### config.mk
export PLATFORM = sky130hd
export DESIGN_NAME = uart_tx_arbiter_flat
export DESIGN_NICKNAME = d
export VERILOG_FILES = /design/src/rtl/uart_tx_arbiter_if.sv /design/src/rtl/uart_tx_arbiter.sv /design/src/flat_wrapper.sv
export SDC_FILE = /design/constraint.sdc
export NUM_CORES = 1
export LEC_CHECK = 0
export ABC_AREA = 1
export BUFFER_PORTS_ARGS = -buffer_cell sky130_fd_sc_hd__buf_2
export CAP_MARGIN = 20
export CORE_MARGIN = 1.5
export CORE_UTILIZATION = 52
export DETAILED_ROUTE_END_ITERATION = 10
export PLACE_DENSITY = 0.86
export SYNTH_ARGS = -nofsm -noshare
export SYNTH_HDL_FRONTEND = slang
export SYNTH_SLANG_ARGS = --single-unit
### constraint.sdc
create_clock -name sys_clk -period 2.1 [get_ports sys_clk]
set_input_delay 0.315 -clock sys_clk [delete_from_list [all_inputs] [get_ports sys_clk]]
set_output_delay 0.315 -clock sys_clk [all_outputs]
set_load 0.02 [all_outputs]
### src/rtl/uart_tx_arbiter_if.sv
// Bundle for the two-requester UART packet arbiter: requester handshakes, UART byte port and status.
// The arbiter connects through the slave modport and its environment through the master modport.
interface uart_tx_arbiter_if #(
    parameter int unsigned PAYLOAD_BYTES = 8
) ();
    logic                       req0;
    logic [7:0]                 len0;
    logic [7:0]                 type0;
    logic [8*PAYLOAD_BYTES-1:0] data0;
    logic                       ack0;
    logic                       req1;
    logic [7:0]                 len1;
    logic [7:0]                 type1;
    logic [8*PAYLOAD_BYTES-1:0] data1;
    logic                       ack1;
    logic                       uart_transmit;
    logic [7:0]                 uart_tx_byte;
    logic                       uart_is_transmitting;
    logic                       busy;
    logic                       owner;

    modport master (
        output req0, len0, type0, data0, req1, len1, type1, data1, uart_is_transmitting,
        input  ack0, ack1, uart_transmit, uart_tx_byte, busy, owner
    );

    modport slave (
        input  req0, len0, type0, data0, req1, len1, type1, data1, uart_is_transmitting,
        output ack0, ack1, uart_transmit, uart_tx_byte, busy, owner
    );
endinterface

### src/rtl/uart_tx_arbiter.sv
// Round-robin arbiter that serialises one requester's packet (length, 0, 0, type, payload)
// onto a byte-wide UART transmitter, pacing strobes against the UART busy flag.
module uart_tx_arbiter #(
    parameter int unsigned PAYLOAD_BYTES = 8,
    parameter int unsigned MAX_LEN       = 4 + PAYLOAD_BYTES
) (
    input  logic              sys_clk,
    input  logic              reset_n,
    uart_tx_arbiter_if.slave  bus
);
    localparam int unsigned DW      = 8 * PAYLOAD_BYTES;
    localparam logic [7:0]  MaxLenB = 8'(MAX_LEN);

    typedef enum logic [1:0] {StIdle, StSend, StHold, StDone} state_e;

    state_e          state_q, state_d;
    logic [7:0]      idx_q, idx_d;
    logic [7:0]      len_q, len_d;
    logic [7:0]      type_q, type_d;
    logic [DW-1:0]   data_q, data_d;
    logic            owner_q, owner_d;
    logic            last_q, last_d;
    logic            tx_q, tx_d;
    logic [7:0]      byte_q, byte_d;
    logic            ack0_q, ack0_d;
    logic            ack1_q, ack1_d;
    logic            busy_q, busy_d;

    logic            grant;
    logic [7:0]      raw_len;
    logic [7:0]      cur_byte;

    always_comb begin
        cur_byte = 8'h00;
        if (idx_q == 8'd1) begin
            cur_byte = len_q;
        end else if (idx_q == 8'd4) begin
            cur_byte = type_q;
        end else begin
            for (int i = 0; i < int'(PAYLOAD_BYTES); i++) begin
                if (idx_q == 8'(i + 5)) cur_byte = data_q[8*i +: 8];
            end
        end
    end

    always_comb begin
        state_d = state_q;
        idx_d   = idx_q;
        len_d   = len_q;
        type_d  = type_q;
        data_d  = data_q;
        owner_d = owner_q;
        last_d  = last_q;
        tx_d    = 1'b0;
        byte_d  = byte_q;
        ack0_d  = 1'b0;
        ack1_d  = 1'b0;
        grant   = 1'b0;
        raw_len = 8'd0;
        unique case (state_q)
            StIdle: begin
                if (bus.req0 || bus.req1) begin
                    // Contention goes to whoever was not served last.
                    grant   = (bus.req0 && bus.req1) ? ~last_q : bus.req1;
                    owner_d = grant;
                    raw_len = grant ? bus.len1 : bus.len0;
                    if (raw_len < 8'd4)         len_d = 8'd4;
                    else if (raw_len > MaxLenB) len_d = MaxLenB;
                    else                        len_d = raw_len;
                    type_d  = grant ? bus.type1 : bus.type0;
                    data_d  = grant ? bus.data1 : bus.data0;
                    idx_d   = 8'd1;
                    state_d = StSend;
                end
            end
            StSend: begin
                if (!bus.uart_is_transmitting) begin
                    tx_d    = 1'b1;
                    byte_d  = cur_byte;
                    state_d = StHold;
                end
            end
            StHold: begin
                // One dead cycle lets the UART raise its busy flag before the next look.
                if (idx_q == len_q) begin
                    state_d = StDone;
                end else begin
                    idx_d   = idx_q + 8'd1;
                    state_d = StSend;
                end
            end
            StDone: begin
                if (!bus.uart_is_transmitting) begin
                    ack0_d  = ~owner_q;
                    ack1_d  = owner_q;
                    last_d  = owner_q;
                    state_d = StIdle;
                end
            end
            default: state_d = StIdle;
        endcase
        busy_d = (state_d != StIdle);
    end

    always_ff @(posedge sys_clk or negedge reset_n) begin
        if (!reset_n) begin
            state_q <= StIdle;
            idx_q   <= 8'd0;
            len_q   <= 8'd0;
            type_q  <= 8'd0;
            data_q  <= '0;
            owner_q <= 1'b0;
            last_q  <= 1'b1;
            tx_q    <= 1'b0;
            byte_q  <= 8'h00;
            ack0_q  <= 1'b0;
            ack1_q  <= 1'b0;
            busy_q  <= 1'b0;
        end else begin
            state_q <= state_d;
            idx_q   <= idx_d;
            len_q   <= len_d;
            type_q  <= type_d;
            data_q  <= data_d;
            owner_q <= owner_d;
            last_q  <= last_d;
            tx_q    <= tx_d;
            byte_q  <= byte_d;
            ack0_q  <= ack0_d;
            ack1_q  <= ack1_d;
            busy_q  <= busy_d;
        end
    end

    assign bus.uart_transmit = tx_q;
    assign bus.uart_tx_byte  = byte_q;
    assign bus.ack0          = ack0_q;
    assign bus.ack1          = ack1_q;
    assign bus.busy          = busy_q;
    assign bus.owner         = owner_q;
endmodule

### src/flat_wrapper.sv
// flat-port wrapper written by rule: the top's interface ports become plain ports
module uart_tx_arbiter_flat 
#(
    parameter int unsigned PAYLOAD_BYTES = 8,
    parameter int unsigned MAX_LEN       = 4 + PAYLOAD_BYTES
)
  (sys_clk, reset_n, bus_req0, bus_len0, bus_type0, bus_data0, bus_req1, bus_len1, bus_type1, bus_data1, bus_uart_is_transmitting, bus_ack0, bus_ack1, bus_uart_transmit, bus_uart_tx_byte, bus_busy, bus_owner);
  uart_tx_arbiter_if #(.PAYLOAD_BYTES(PAYLOAD_BYTES)) bus_i ();
  input  logic sys_clk;
  input  logic reset_n;
  input wire logic [$bits(bus_i.req0)-1:0] bus_req0;
  input wire logic [$bits(bus_i.len0)-1:0] bus_len0;
  input wire logic [$bits(bus_i.type0)-1:0] bus_type0;
  input wire logic [$bits(bus_i.data0)-1:0] bus_data0;
  input wire logic [$bits(bus_i.req1)-1:0] bus_req1;
  input wire logic [$bits(bus_i.len1)-1:0] bus_len1;
  input wire logic [$bits(bus_i.type1)-1:0] bus_type1;
  input wire logic [$bits(bus_i.data1)-1:0] bus_data1;
  input wire logic [$bits(bus_i.uart_is_transmitting)-1:0] bus_uart_is_transmitting;
  output wire logic [$bits(bus_i.ack0)-1:0] bus_ack0;
  output wire logic [$bits(bus_i.ack1)-1:0] bus_ack1;
  output wire logic [$bits(bus_i.uart_transmit)-1:0] bus_uart_transmit;
  output wire logic [$bits(bus_i.uart_tx_byte)-1:0] bus_uart_tx_byte;
  output wire logic [$bits(bus_i.busy)-1:0] bus_busy;
  output wire logic [$bits(bus_i.owner)-1:0] bus_owner;
  assign bus_i.req0 = bus_req0;
  assign bus_i.len0 = bus_len0;
  assign bus_i.type0 = bus_type0;
  assign bus_i.data0 = bus_data0;
  assign bus_i.req1 = bus_req1;
  assign bus_i.len1 = bus_len1;
  assign bus_i.type1 = bus_type1;
  assign bus_i.data1 = bus_data1;
  assign bus_i.uart_is_transmitting = bus_uart_is_transmitting;
  assign bus_ack0 = bus_i.ack0;
  assign bus_ack1 = bus_i.ack1;
  assign bus_uart_transmit = bus_i.uart_transmit;
  assign bus_uart_tx_byte = bus_i.uart_tx_byte;
  assign bus_busy = bus_i.busy;
  assign bus_owner = bus_i.owner;
  uart_tx_arbiter #(.PAYLOAD_BYTES(PAYLOAD_BYTES), .MAX_LEN(MAX_LEN)) u_core (.sys_clk(sys_clk), .reset_n(reset_n), .bus(bus_i));
endmodule
==> run_results.csv <==
group,metric,value,unit
run_status,status,"completed",
power,power.density,889,nW/um2
grt,gr-total-overflow,0,
synthesis,yosys_warnings,0,
placed_design,place_congestion,0.951,
synthesis,synth_seq_cells,104,
layout,utilization,0.678,
cts,clk_latency,0.38,ns
timing,hold_violations,0,
floorplanning,io-pin-count,178,
timing,relSlewSlack,0.645,
power,swShare,0.370,
setup_path,critPathKind,"flop to flop",
synthesis,synth-simple-area-share,0.252,
layout,syn_to_final_growth,24.8,%
power,p_switching,2320,uW
setup_path,path_buf_inv,2,
synthesis,muxShareOfSynthArea,0.00354,
setup_path,cp_common_cell,"nand2_1",
layout,final_nets,1108,
cts,root_buffer,"clkbuf_8",
timing,period_share,0.960,
synthesis,ys_seq_area_frac,0.461,
setup_path,cp-start-kind,"flop",
floorplanning,die_h,107,um
grt,grtUsageTotal,0.289,
setup_path,path_cells,"nor2_2, nand3_4, buf_4, nor3_4, buf_4, nand2_1, nand4_1, nand3_1, nand2_1, nand2_1, nand2_1, nand2_1, nand2_1, nand2_1, nand2_1",
power,power_frac_comb,0.314,
detailed_routing,ant_nets,0,
synthesis,syn-cell-area,5650,um2
layout,num-fill-cells,902,
detailed_routing,drtIter0Drc,379,
setup_path,worstSetupEndpointType,"flop",
cts,cts_max_level,3,
setup_path,cpLargestDelayFamily,"simple AND/OR/NAND/NOR gates",
layout,antenna_cells,0,
timing,max_slew.worst_pin.slew,0.533,ns
setup_path,arrival,2.34,ns
detailed_routing,drc_errors,0,
power,total_leakage_power,0.00354,uW
floorplanning,core,10400,um2
timing,setup_slack,0.0833,ns
synthesis,synthAdderAreaFrac,0.00885,
detailed_routing,dr_total_vias,5865,
detailed_routing,drt-pass1-iter-count,5,
grt,antenna_found_initial,0,
grt,grt_pass1_wl,26.1,mm
power,power_frac_clock,0.208,
grt,grt_use_met2,0.477,
floorplanning,die_w,107,um
job,maxCapViolations,0,
timing,max_freq,0.496,GHz
cts,cts.sink_count,104,
cts,clk_pin_slew_worst_paths,0.10,ns
synthesis,syn_nets,933,
floorplanning,initial_utilization,0.543,
detailed_routing,wl_per_cell,14.9,um
setup_path,critPathMaxFanout,10,
detailed_routing,vias_per_cell,5.43,
synthesis,avgSynthCellArea,7.40,um2
power,peakVddDrop,0.000425,V
power,pwr-share-seq,0.479,
synthesis,synth_top_family_by_area,"simple AND/OR/NAND/NOR gates",
grt,grt_max_degree,71,
grt,grt_pass1_vias,5562,
setup_path,slowest_stage,"dfrtp_1",
timing,skew,0.0105,ns
layout,seq_area,2610,um2
synthesis,synthCells,764,
placed_design,hpwl,11.9,mm
setup_path,required,2.42,ns
synthesis,synth-xor-area-share,0.0108,
detailed_routing,routed_wl,16.1,mm
floorplanning,rows,37,
grt,use_met3,0.0454,
cts,cts_max_path_buffers,2,
placed_design,dp_slack,0.0289,ns
floorplanning,die-area,11500,um2
power,intPower,3950,uW
layout,multi_input_area,2700,um2
hold_path,min_path_type,"primary input to flop",
placed_design,io_buffers,177,
cts,cts_made_buffers,9,
layout,drive_gt1_frac,0.265,
setup_path,slowest_delay,0.45,ns
grt,busiest_layer,"met2",
grt,grt_use_met1,0.387,
timing,period_minus_slack,2.02,ns
timing,finalMaxSlewViolations,0,
synthesis,ys_types,37,
synthesis,synth-compound-area-share,0.193,
timing,setup_viol,0,
cts,cts_tree,"built",
power groups by stage:
stage | combinational, uW | sequential, uW | clock, uW
after floorplan | 1180 | 2980 | 0
after global placement | 1890 | 3010 | 0
after detailed placement | 1940 | 3030 | 0
after CTS | 1950 | 2990 | 1320
after global routing | 2230 | 3060 | 1410
final | 1970 | 3000 | 1300
per-stage QoR:
stage               total power (uW)  hold slack, ns  instance area (um2)  TNS, ns  std cells
floorplan                       4160          0.0194                 5650        0        764
global placement                4900           0.319                 6740        0       1058
detailed placement              4960           0.321                 6740        0       1058
CTS                             6270           0.192                 6960        0       1075
global route                    6700           0.184                 7060  -0.0546       1080
finish                          6280           0.198                 7060        0       1080
cell usage after synthesis:
master / instances / area [um2]
o32ai_1: 1 / 8.76
o22ai_1: 27 / 169
nor2_1: 94 / 353
ha_1: 4 / 50.1
nand3_4: 1 / 17.5
clkbuf_1: 33 / 124
xor2_1: 2 / 17.5
nor4_1: 2 / 12.5
inv_1: 56 / 210
dfrtp_1: 103 / 2580
o21ai_0: 133 / 666
clkinv_1: 2 / 7.51
o31ai_1: 3 / 22.5
xnor2_1: 5 / 43.8
nand4_1: 6 / 37.5
dfstp_2: 1 / 26.3
buf_6: 1 / 11.3
or2_2: 2 / 12.5
mux2i_1: 2 / 20.0
nand3_2: 2 / 20.0
nand2_1: 188 / 706
nor3_2: 2 / 20.0
nor3b_1: 1 / 7.51
nor2_2: 3 / 18.8
o2111ai_1: 1 / 8.76
or3_1: 1 / 6.26
nor4_4: 1 / 21.3
buf_2: 2 / 10.0
buf_4: 2 / 15.0
inv_4: 1 / 6.26
a21oi_1: 43 / 215
nor3_4: 2 / 32.5
buf_1: 1 / 3.75
inv_2: 4 / 15.0
nand2_2: 1 / 6.26
nor3_1: 4 / 20.0
nand3_1: 27 / 135
metal layers:
layer  wire length, um  part of all wire
met4               279             0.017
met1              6690              0.42
met5                 0                 0
met3              1200             0.074
met2              7900              0.49
final timing paths:
check,startpoint,end,slack (ns),cells past startpoint
setup reg to reg,u_core.idx_q[4],u_core.bus.uart_tx_byte[2],0.08,15
setup / recovery,u_core.idx_q[4],u_core.bus.uart_tx_byte[2],0.08,15
min in group asynchronous,reset_n,u_core.idx_q[6],0.44,2
max in group asynchronous,reset_n,u_core.data_q[29],1.06,3
hold / removal,bus_data1[46],u_core.data_q[46],0.20,3
hold reg to reg,u_core.bus.owner,u_core.bus.ack0,0.46,1
state kept, by name, summed over array words and instances (netlist names):
register / flops
u_core.len_q: 8
u_core.bus.ack1: 1
u_core.bus.ack0: 1
u_core.type_q: 8
u_core.bus.busy: 1
u_core.bus.uart_transmit: 1
u_core.state_q: 2
u_core.data_q: 64
u_core.idx_q: 8
u_core.bus.uart_tx_byte: 8
u_core.bus.owner: 1
u_core.last_q: 1
logic make-up (layout without fill, tap and decap cells):
family                   after synthesis  count (layout)
buffers and inverters                102             282
adder cells (fa/ha/maj)                4               4
AO/OA/AOI/OAI                        208             208
AND/OR/NAND/NOR                      337             337
XOR/XNOR                               7               7
multiplexers                           2               2
flip-flops                           104             104
what timing repair did:
item | in CTS | in global routing
pin swaps | 1 | 4
hold buffers | 1 | 0
setup buffers | 0 | 5
setup endpoints to repair | 3 | 13
endpoints found under the hold margin | 34 | 0
resized for setup | 1 | 19
layout by cell type, fill, tap and decap left out, drive strengths merged:
| cell | n |
|---|---|
| o32ai | 1 |
| o21ai | 133 |
| clkinvlp | 1 |
| nand3 | 30 |
| buf | 202 |
| o22ai | 27 |
| nand4 | 6 |
| a21oi | 43 |
| nand2 | 189 |
| mux2i | 2 |
| dfstp | 1 |
| bufinv | 1 |
| dlygate4sd3 | 1 |
| xor2 | 2 |
| clkbuf | 11 |
| o2111ai | 1 |
| xnor2 | 5 |
| or3 | 1 |
| inv | 62 |
| dfrtp | 103 |
| nor3b | 1 |
| nor3 | 8 |
| ha | 4 |
| nor2 | 97 |
| or2 | 2 |
| clkinv | 4 |
| o31ai | 3 |
| nor4 | 3 |
final cells by class:
type	count	area share
Multi-Input combinational cell	558	0.383
Inverter	63	0.0346
Tap cell	136	0.0241
Sequential cell	104	0.369
Clock buffer	11	0.0200
Timing Repair Buffer	203	0.160
Clock inverter	5	0.00904
tightest hold or removal path: cells and delay by family:
family | cells | cell delay, ns
compound gates | 1 | 0.11
buf+inv | 1 | 0.08
simple gates | 1 | 0.03
Power figures use the tool's default switching activity.
